<file path="src/rtl/kanagawa_scrub_pkg.sv">
// kanagawa_scrub_pkg: shared types and helpers for the RAM ECC scrubber.
package kanagawa_scrub_pkg;

    typedef enum logic [1:0] {IDLE, ISSUE, WAIT, WRITEBACK} scrub_state_t;

    typedef struct packed {
        logic valid;
        logic is_scrub;
    } read_tag_t;

    // Increment that sticks at the all-ones value of a width-bit counter.
    function automatic logic [63:0] sat_inc(input logic [63:0] value, input int width);
        logic [63:0] max_v;
        max_v = (width >= 64) ? '1 : ((64'd1 << width) - 64'd1);
        return (value >= max_v) ? value : value + 64'd1;
    endfunction

endpackage

</file>
<file path="src/rtl/kanagawa_scrub_tag_pipe.sv">
// kanagawa_scrub_tag_pipe: READ_LATENCY-deep shift register tagging each port-1 read
// so returning data can be routed to the user or to the scrub engine.
module kanagawa_scrub_tag_pipe
    import kanagawa_scrub_pkg::*;
#(
    parameter int READ_LATENCY = 2
) (
    input  logic      clk,
    input  logic      rst,
    input  read_tag_t i_tag,
    output read_tag_t o_tag
);

    read_tag_t r_pipe [READ_LATENCY];

    always_ff @(posedge clk or posedge rst) begin
        if (rst) begin
            for (int i = 0; i < READ_LATENCY; i++) r_pipe[i] <= '0;
        end else begin
            r_pipe[0] <= i_tag;
            for (int i = 1; i < READ_LATENCY; i++) r_pipe[i] <= r_pipe[i-1];
        end
    end

    assign o_tag = r_pipe[READ_LATENCY-1];

endmodule

</file>
<file path="src/rtl/kanagawa_ram_ecc_scrubber.sv">
// kanagawa_ram_ecc_scrubber: muxes user traffic with a background scrub engine that reads
// every RAM word, writes back ECC-corrected data and counts corrected/uncorrectable events.
module kanagawa_ram_ecc_scrubber
    import kanagawa_scrub_pkg::*;
#(
    parameter int DATA_WIDTH     = 32,
    parameter int ADDR_WIDTH     = 9,
    parameter int DEPTH          = 2**ADDR_WIDTH,
    parameter int READ_LATENCY   = 2,
    parameter int SCRUB_INTERVAL = 1024,
    parameter int CNT_WIDTH      = 16
) (
    input  logic                             clk,
    input  logic                             rst,
    input  logic                             usr_wren_in,
    input  logic [ADDR_WIDTH-1:0]            usr_waddr_in,
    input  logic [DATA_WIDTH-1:0]            usr_wdata_in,
    input  logic                             usr_rden_in,
    input  logic [ADDR_WIDTH-1:0]            usr_raddr_in,
    output logic [DATA_WIDTH-1:0]            usr_rdata_out,
    output logic                             usr_rdata_valid_out,
    output logic                             usr_rdata_err_out,
    output logic [1:0][ADDR_WIDTH-1:0]       ram_addr_out,
    output logic [1:0]                       ram_wren_out,
    output logic [1:0][DATA_WIDTH-1:0]       ram_data_out,
    output logic [1:0]                       ram_rden_out,
    input  logic [DATA_WIDTH-1:0]            ram_rdata_in,
    input  logic                             ram_error_detected_in,
    input  logic                             ram_data_valid_in,
    output logic [CNT_WIDTH-1:0]             corrected_cnt_out,
    output logic [CNT_WIDTH-1:0]             uncorrectable_cnt_out,
    output logic [ADDR_WIDTH-1:0]            last_bad_addr_out,
    output logic                             pass_done_out
);

    localparam int IW = $clog2(SCRUB_INTERVAL) + 1;
    localparam logic [ADDR_WIDTH-1:0] LAST_ADDR = ADDR_WIDTH'(DEPTH - 1);

    scrub_state_t          r_state;
    logic [IW-1:0]         r_interval;
    logic [ADDR_WIDTH-1:0] r_addr;
    logic                  r_cancel;
    logic [DATA_WIDTH-1:0] r_fix_data;
    logic [CNT_WIDTH-1:0]  r_corr_cnt;
    logic [CNT_WIDTH-1:0]  r_unc_cnt;
    logic [ADDR_WIDTH-1:0] r_last_bad;
    logic                  r_pass_done;

    read_tag_t w_tag_in;
    read_tag_t w_tag_out;
    logic      w_scrub_rd;
    logic      w_scrub_wr;
    logic      w_hit;
    logic      w_scrub_ret;
    logic      w_advance;

    assign w_scrub_rd  = (r_state == ISSUE) && !usr_rden_in;
    assign w_scrub_wr  = (r_state == WRITEBACK) && !r_cancel && !usr_wren_in;
    assign w_hit       = usr_wren_in && (usr_waddr_in == r_addr);
    assign w_scrub_ret = w_tag_out.valid && w_tag_out.is_scrub;
    assign w_tag_in    = '{valid: usr_rden_in || w_scrub_rd, is_scrub: w_scrub_rd};
    assign w_advance   = ((r_state == WAIT) && w_scrub_ret && !(ram_error_detected_in && ram_data_valid_in))
                      || ((r_state == WRITEBACK) && (r_cancel || !usr_wren_in));

    kanagawa_scrub_tag_pipe #(
        .READ_LATENCY (READ_LATENCY)
    ) u_tag_pipe (
        .clk   (clk),
        .rst   (rst),
        .i_tag (w_tag_in),
        .o_tag (w_tag_out)
    );

    // Write enable is forced low during reset so initialised RAM contents survive.
    assign ram_addr_out[0] = usr_wren_in ? usr_waddr_in : r_addr;
    assign ram_addr_out[1] = usr_rden_in ? usr_raddr_in : r_addr;
    assign ram_wren_out    = {1'b0, !rst && (usr_wren_in || w_scrub_wr)};
    assign ram_data_out[0] = usr_wren_in ? usr_wdata_in : r_fix_data;
    assign ram_data_out[1] = '1;
    assign ram_rden_out    = {w_tag_in.valid, 1'b0};

    assign usr_rdata_out         = ram_rdata_in;
    assign usr_rdata_valid_out   = w_tag_out.valid && !w_tag_out.is_scrub;
    assign usr_rdata_err_out     = usr_rdata_valid_out && ram_error_detected_in && !ram_data_valid_in;
    assign corrected_cnt_out     = r_corr_cnt;
    assign uncorrectable_cnt_out = r_unc_cnt;
    assign last_bad_addr_out     = r_last_bad;
    assign pass_done_out         = r_pass_done;

    always_ff @(posedge clk or posedge rst) begin
        if (rst) begin
            r_state     <= IDLE;
            r_interval  <= IW'(SCRUB_INTERVAL - 1);
            r_addr      <= '0;
            r_cancel    <= 1'b0;
            r_fix_data  <= '0;
            r_corr_cnt  <= '0;
            r_unc_cnt   <= '0;
            r_last_bad  <= '0;
            r_pass_done <= 1'b0;
        end else begin
            r_pass_done <= 1'b0;
            case (r_state)
                IDLE: begin
                    if (r_interval == '0) r_state <= ISSUE;
                    else r_interval <= r_interval - 1'b1;
                end
                ISSUE: begin
                    if (!usr_rden_in) begin
                        r_state  <= WAIT;
                        r_cancel <= w_hit;
                    end
                end
                WAIT: begin
                    r_cancel <= r_cancel || w_hit;
                    if (w_scrub_ret && ram_error_detected_in) begin
                        if (ram_data_valid_in) begin
                            r_corr_cnt <= CNT_WIDTH'(sat_inc(64'(r_corr_cnt), CNT_WIDTH));
                            r_fix_data <= ram_rdata_in;
                            r_state    <= WRITEBACK;
                        end else begin
                            r_unc_cnt  <= CNT_WIDTH'(sat_inc(64'(r_unc_cnt), CNT_WIDTH));
                            r_last_bad <= r_addr;
                        end
                    end
                end
                WRITEBACK: r_cancel <= r_cancel || w_hit;
                default: r_state <= IDLE;
            endcase
            // Finishing a word: step to the next address and restart the idle gap.
            if (w_advance) begin
                r_state     <= IDLE;
                r_addr      <= (r_addr == LAST_ADDR) ? '0 : r_addr + 1'b1;
                r_pass_done <= (r_addr == LAST_ADDR);
                r_interval  <= IW'(SCRUB_INTERVAL - 1);
            end
        end
    end

endmodule

</file>
<file path="config.mk">
export PLATFORM = sky130hd
export DESIGN_NAME = kanagawa_ram_ecc_scrubber
export DESIGN_NICKNAME = d
export VERILOG_FILES = /design/src/rtl/kanagawa_scrub_pkg.sv /design/src/rtl/kanagawa_scrub_tag_pipe.sv /design/src/rtl/kanagawa_ram_ecc_scrubber.sv
export SDC_FILE = /design/constraint.sdc
export NUM_CORES = 1
export LEC_CHECK = 0
export CORE_MARGIN = 4
export CORE_UTILIZATION = 47
export DETAILED_ROUTE_END_ITERATION = 7
export PLACE_DENSITY = 0.87
export SLEW_MARGIN = 5
export SYNTH_ARGS = -nofsm -noshare
export SYNTH_HDL_FRONTEND = slang
export SYNTH_SLANG_ARGS = --single-unit
</file>
<file path="constraint.sdc">
create_clock -name clk -period 7.9 [get_ports clk]
set_input_delay 1.58 -clock clk [delete_from_list [all_inputs] [get_ports clk]]
set_output_delay 1.58 -clock clk [all_outputs]
set_load 0.1 [all_outputs]
</file>
# Word level (Yosys, flattened, before mapping)
# Cells that the tools add are included.
# totals
reg_bits	101
input_bits	88
out_inout_bits	162
word_cells	88
# classes
addsub	4
n_lt_le_gt_ge	2
n_eq_ne	11
mux	16
bitwise_logic	3
n_reduce_logical	39
# op_table
op	n
11-bit two-way mux	3
16-bit by 1-bit adder with 16-bit output (second input constant)	2
16-bit >= comparator (second input constant)	2
32-bit two-way mux	1
9-bit two-way mux	3
1-bit logical AND	14
11-bit zero test	1
11-bit by 1-bit subtractor with 11-bit output (second input constant)	1
2-bit two-way mux	5
9-bit by 1-bit adder with 9-bit output (second input constant)	1
9-bit == test	1
9-bit == test (second input constant)	1
3-bit inequality test (second input constant)	3
4-bit AND reduction	2
1-bit zero test	7
2-bit one-hot mux with 3 select lines	1
3-bit AND reduction	2
1-bit logical OR	5
5-bit AND reduction	1
2-bit == test (second input constant)	2
2-bit inequality test (second input constant)	2
2-bit AND reduction	2
2-bit nonzero test	2
4-bit nonzero test	1
7 further kinds	10

# Longest topological paths before layout
# depth
word_depth	6
mapped_depth	9

# Hierarchy
# Synthesis repeated with hierarchy kept, for this count alone.
# hier_totals
cells_unflattened	544
area_unflattened_um2	5903.2
# modules_own_cells
module	n_inst	cells_per_inst	area_each_um2	seq_area_each_um2
kanagawa_ram_ecc_scrubber	1	537	5784.3	2439.8
kanagawa_scrub_tag_pipe	1	7	118.9	100.1

# Worst setup path before layout
# OpenSTA, ideal clock, no wires.
# synth_path
path_kind	input to output
start	input port usr_wren_in
end	output port ram_wren_out[0]
t_arrival_ns	3.486
slack_ns	2.834
path_stages	4
cell_sequence	clkbuf_1 > clkbuf_1 > a21oi_1 > nor2_1
# synth_between
elab_chain_len	4
# synth_lines
item	line	rtl
start, declared	kanagawa_ram_ecc_scrubber.sv:15	input logic usr_wren_in,
1-bit zero test	kanagawa_ram_ecc_scrubber.sv:58	assign w_scrub_wr = (r_state == WRITEBACK) && !r_cancel && !usr_wren_in;
1-bit logical AND	kanagawa_ram_ecc_scrubber.sv:58	
1-bit logical OR (*)	kanagawa_ram_ecc_scrubber.sv:77	assign ram_wren_out = {1'b0, !rst && (usr_wren_in || w_scrub_wr)};
1-bit logical AND (*)	kanagawa_ram_ecc_scrubber.sv:77	
end, declared	kanagawa_ram_ecc_scrubber.sv:24	output logic [1:0] ram_wren_out,
# Every way passes the cells marked *; elsewhere a longest branch is shown, timed or not.

==> impl_results.md <==
- Status: completed
- Post-synth EDFFs: 0
- Slew @ Worst Pin: about 1100 ps
- XOR/XNOR Fraction of Synth Area: 0.0521
- Setup TNS: 0 ps
- Cell leakage power: 3.44 nW
- # clock sinks: 101
- CP bufs+invs: 2
- Drc violations: 0
- Hold depth: 0
- Worst Slack Setup Final: ~2500 ps
- Unrepaired setup endpoints after global routing: false
- Post-synth ARST share: 1.00
- Max-slew headroom: 0.293
- Pre-antenna DRT Iters: 4
- TritonCTS Buffers: 9
- Area fraction in compound gates after synthesis: 0.0710
- Mean Syn Cell Area: roughly 11 sq um
- Kind of cell adding the most delay to the critical path: buffers and inverters
- Req. time, crit path: around 6300 ps
- Vias per cell: 5.29
- Largest net degree at the start of global routing: 66
- Vias: 4685
- Pre-CTS WS: approximately 2500 ps
- Num rows: 40
- Dominant combinational cell family by area after synthesis: multiplexers
- R2r setup slk: 5060 ps
- Crit path launch: usr_wren_in
- Clock-pin slew of the registers on the worst-case setup and hold paths: 70 ps
- Crit path kind: input pin to output pin
- Worst Path Max Fanout: 44
- Startpoint types: input pin
- I/O Pins: 250
- TritonCTS clock tree: yes
- Clk root buf: clkbuf_16
- Slew Viols, Final: 0
- Cells after synthesis: 541
- Max incr delay on CP: 1140 ps
- DP Wirelength: 11700 um
- Starting DRT DRC Count: 240
- Min-Delay Path Class: register to register
- P&R area growth vs syn: 37.7%
- Gr usage total: 0.208
- Vias in the first global route: a little under 5k
- Synth Area in Adders: 0.0213
- Layout Nets: between 800 and 900
- Routability Congestion: 0.879
- Grt ovf: 0
- Setup-failing EPs final: 0
- Reg2reg start: r_state[0]
- Pwr Density: 291 nW/um^2
- Initial Util: 0.486
- Crit end category: output pin
- Register area share after synthesis: 0.432
- Wire length per cell: 17.4 um
- Worst Hold End: u_tag_pipe.o_tag[1]
- Number of distinct library cells after synthesis: 55
- Max cap viols: 0
- Max H-tree Level: 3
- Seq cells post-synth: 101
- Die height: 120 um
- Worst EP arrival: 3810 ps
- IR drop worst, VDD: 0.000200 V
- Slowest stage cell on the critical path: clkdlybuf4s50_1
- Hold Startpoint: u_tag_pipe.r_pipe[3]
- Post-synthesis mux area share: 0.180
- Main synth FF type: dfrtp_1
- Crit path cell chain: buf_2 > mux2_2 > clkdlybuf4s50_1
- Fin util: 0.669
- WL final: approximately 15000 um
- PortBufs: 215
- Die area: roughly 14000 sq um
- Hold Violations, Final: 0
- Ys Warns: 0
- Core area: 12100 sq um
- Clock Path Buffers: 2
- Final min period: roughly 5400 ps
- Inserted Diodes: 0
- First-pass GRT wire length: 24300 um
- Clock skew: approximately 7.7 ps
- Cells on worst reg2reg path: 6
- Postcts setup bufs: 0
- Share of cells above drive strength 1: 0.184
- Tcrit/Tclk final: 0.683
- Cts-stage hold buffer count: 0
- Initial antenna violation count: 0
- Synth Area in Simple Gates: 0.135
- Clk_lat worst skew: 330 ps
- ANT nets after route: 0
- Mapped Area: 5880 sq um
- Max Clock Freq: 185 MHz
- R2r endpoint: corrected_cnt_out[1]
- Resize count post-CTS: 0
- Die X: 120 um
[cell families (layout without fill, tap and decap cells)]
logic type / Yosys count / after routing
muxes: 94 / 94
DFF: 101 / 101
buffers and inverters: 99 / 243
xor gates and xnor gates: 35 / 35
other: 2 / 34
AOI/OAI and AO/OA: 61 / 61
and+or+nand+nor: 139 / 139
adders and majority gates: 10 / 10
[cells in the mapped netlist, drive strengths merged (4+ instances only)]
master,instances,area (sq um)
mux2,94,1060
dfrtp,91,2280
buf,74,538
xnor2,23,201
o21ai,22,110
nand2,20,75.1
nand3,20,100
nand4,17,113
clkbuf,15,56.3
nor2,14,55.1
and3,12,75.1
nor3,12,60.1
xor2,12,105
dfstp,10,263
ha,10,125
inv,10,37.5
and4,8,70.1
nor4,8,50.1
a21oi,7,35.0
a31oi,7,43.8
o211ai,6,45.0
nand2b,5,31.3
and2,4,25.0
nand3b,4,30.0
or2,4,25.0
[through the flow]
step           hold WS (ps)  cell area (sq um)  total power [mW]  instances
5_1_grt                 362               8100              2.46        885
3_3_place_gp            332               7790              1.89        869
2_1_floorplan           331               6000              1.66        573
4_1_cts                 350               8100              2.38        885
3_5_place_dp            335               7790              1.91        869
6_report                349               8100              2.36        885
[cell type report]
type,instances,area (sq um)
Inverter,10,40.0
Multi-Input combinational cell,373,2840
Clock inverter,4,56.3
Tap cell,168,210
Clock buffer,12,256
Fill cell,924,4010
Timing Repair Buffer,217,2160
Sequential cell,101,2540
[cells in the final DEF, fill, tap and decap left out, types with 10 or more instances in the layout]
master           count
xnor2_1             23
nand2_1             20
and3_1              12
nor3_1              12
nor2_1              13
clkdlybuf4s50_1    214
conb_1              34
xor2_1              12
nand3_1             20
mux2_2              94
dfrtp_1             91
o21ai_0             21
dfstp_2             10
ha_1                10
nand4_1             16
[state kept, by name, indices dropped and copies added (netlist names)]
name	flops
r_state	2
u_tag_pipe.r_pipe	2
pass_done_out	1
r_fix_data	32
uncorrectable_cnt_out	16
u_tag_pipe.o_tag	2
r_addr	9
last_bad_addr_out	9
r_interval	11
corrected_cnt_out	16
r_cancel	1
[how the worst max path moves through the flow]
stage                     depth (start not counted)                to  slack (ps)
after floorplan                                   4   ram_wren_out[0]        2830
after global placement                            3  ram_data_out[22]        2540
after detailed placement                          3  ram_data_out[20]        2480
after CTS                                         3   ram_addr_out[4]        2470
after global routing                              3  ram_data_out[17]        2400
final                                             3   ram_addr_out[4]        2510
[routing by layer]
metal	track usage	routed length (um)	share of wire	vias up
met5	0	0	0	-
met2	0.380	7990	0.52	210
met3	0.0570	1270	0.082	12
li1	-	-	-	2193
met4	0.0623	154	0.010	0
met1	0.237	5980	0.39	2270
[where the power goes]
group | switching, mW | total (mW) | internal [mW] | leakage (nW)
Combinational | 0.854 | 1.19 | 0.335 | 1.96
Sequential | 0.0914 | 0.715 | 0.624 | 1.33
Clock | 0.189 | 0.454 | 0.265 | 0.153
No activity file was read; power rests on OpenSTA's default activity.
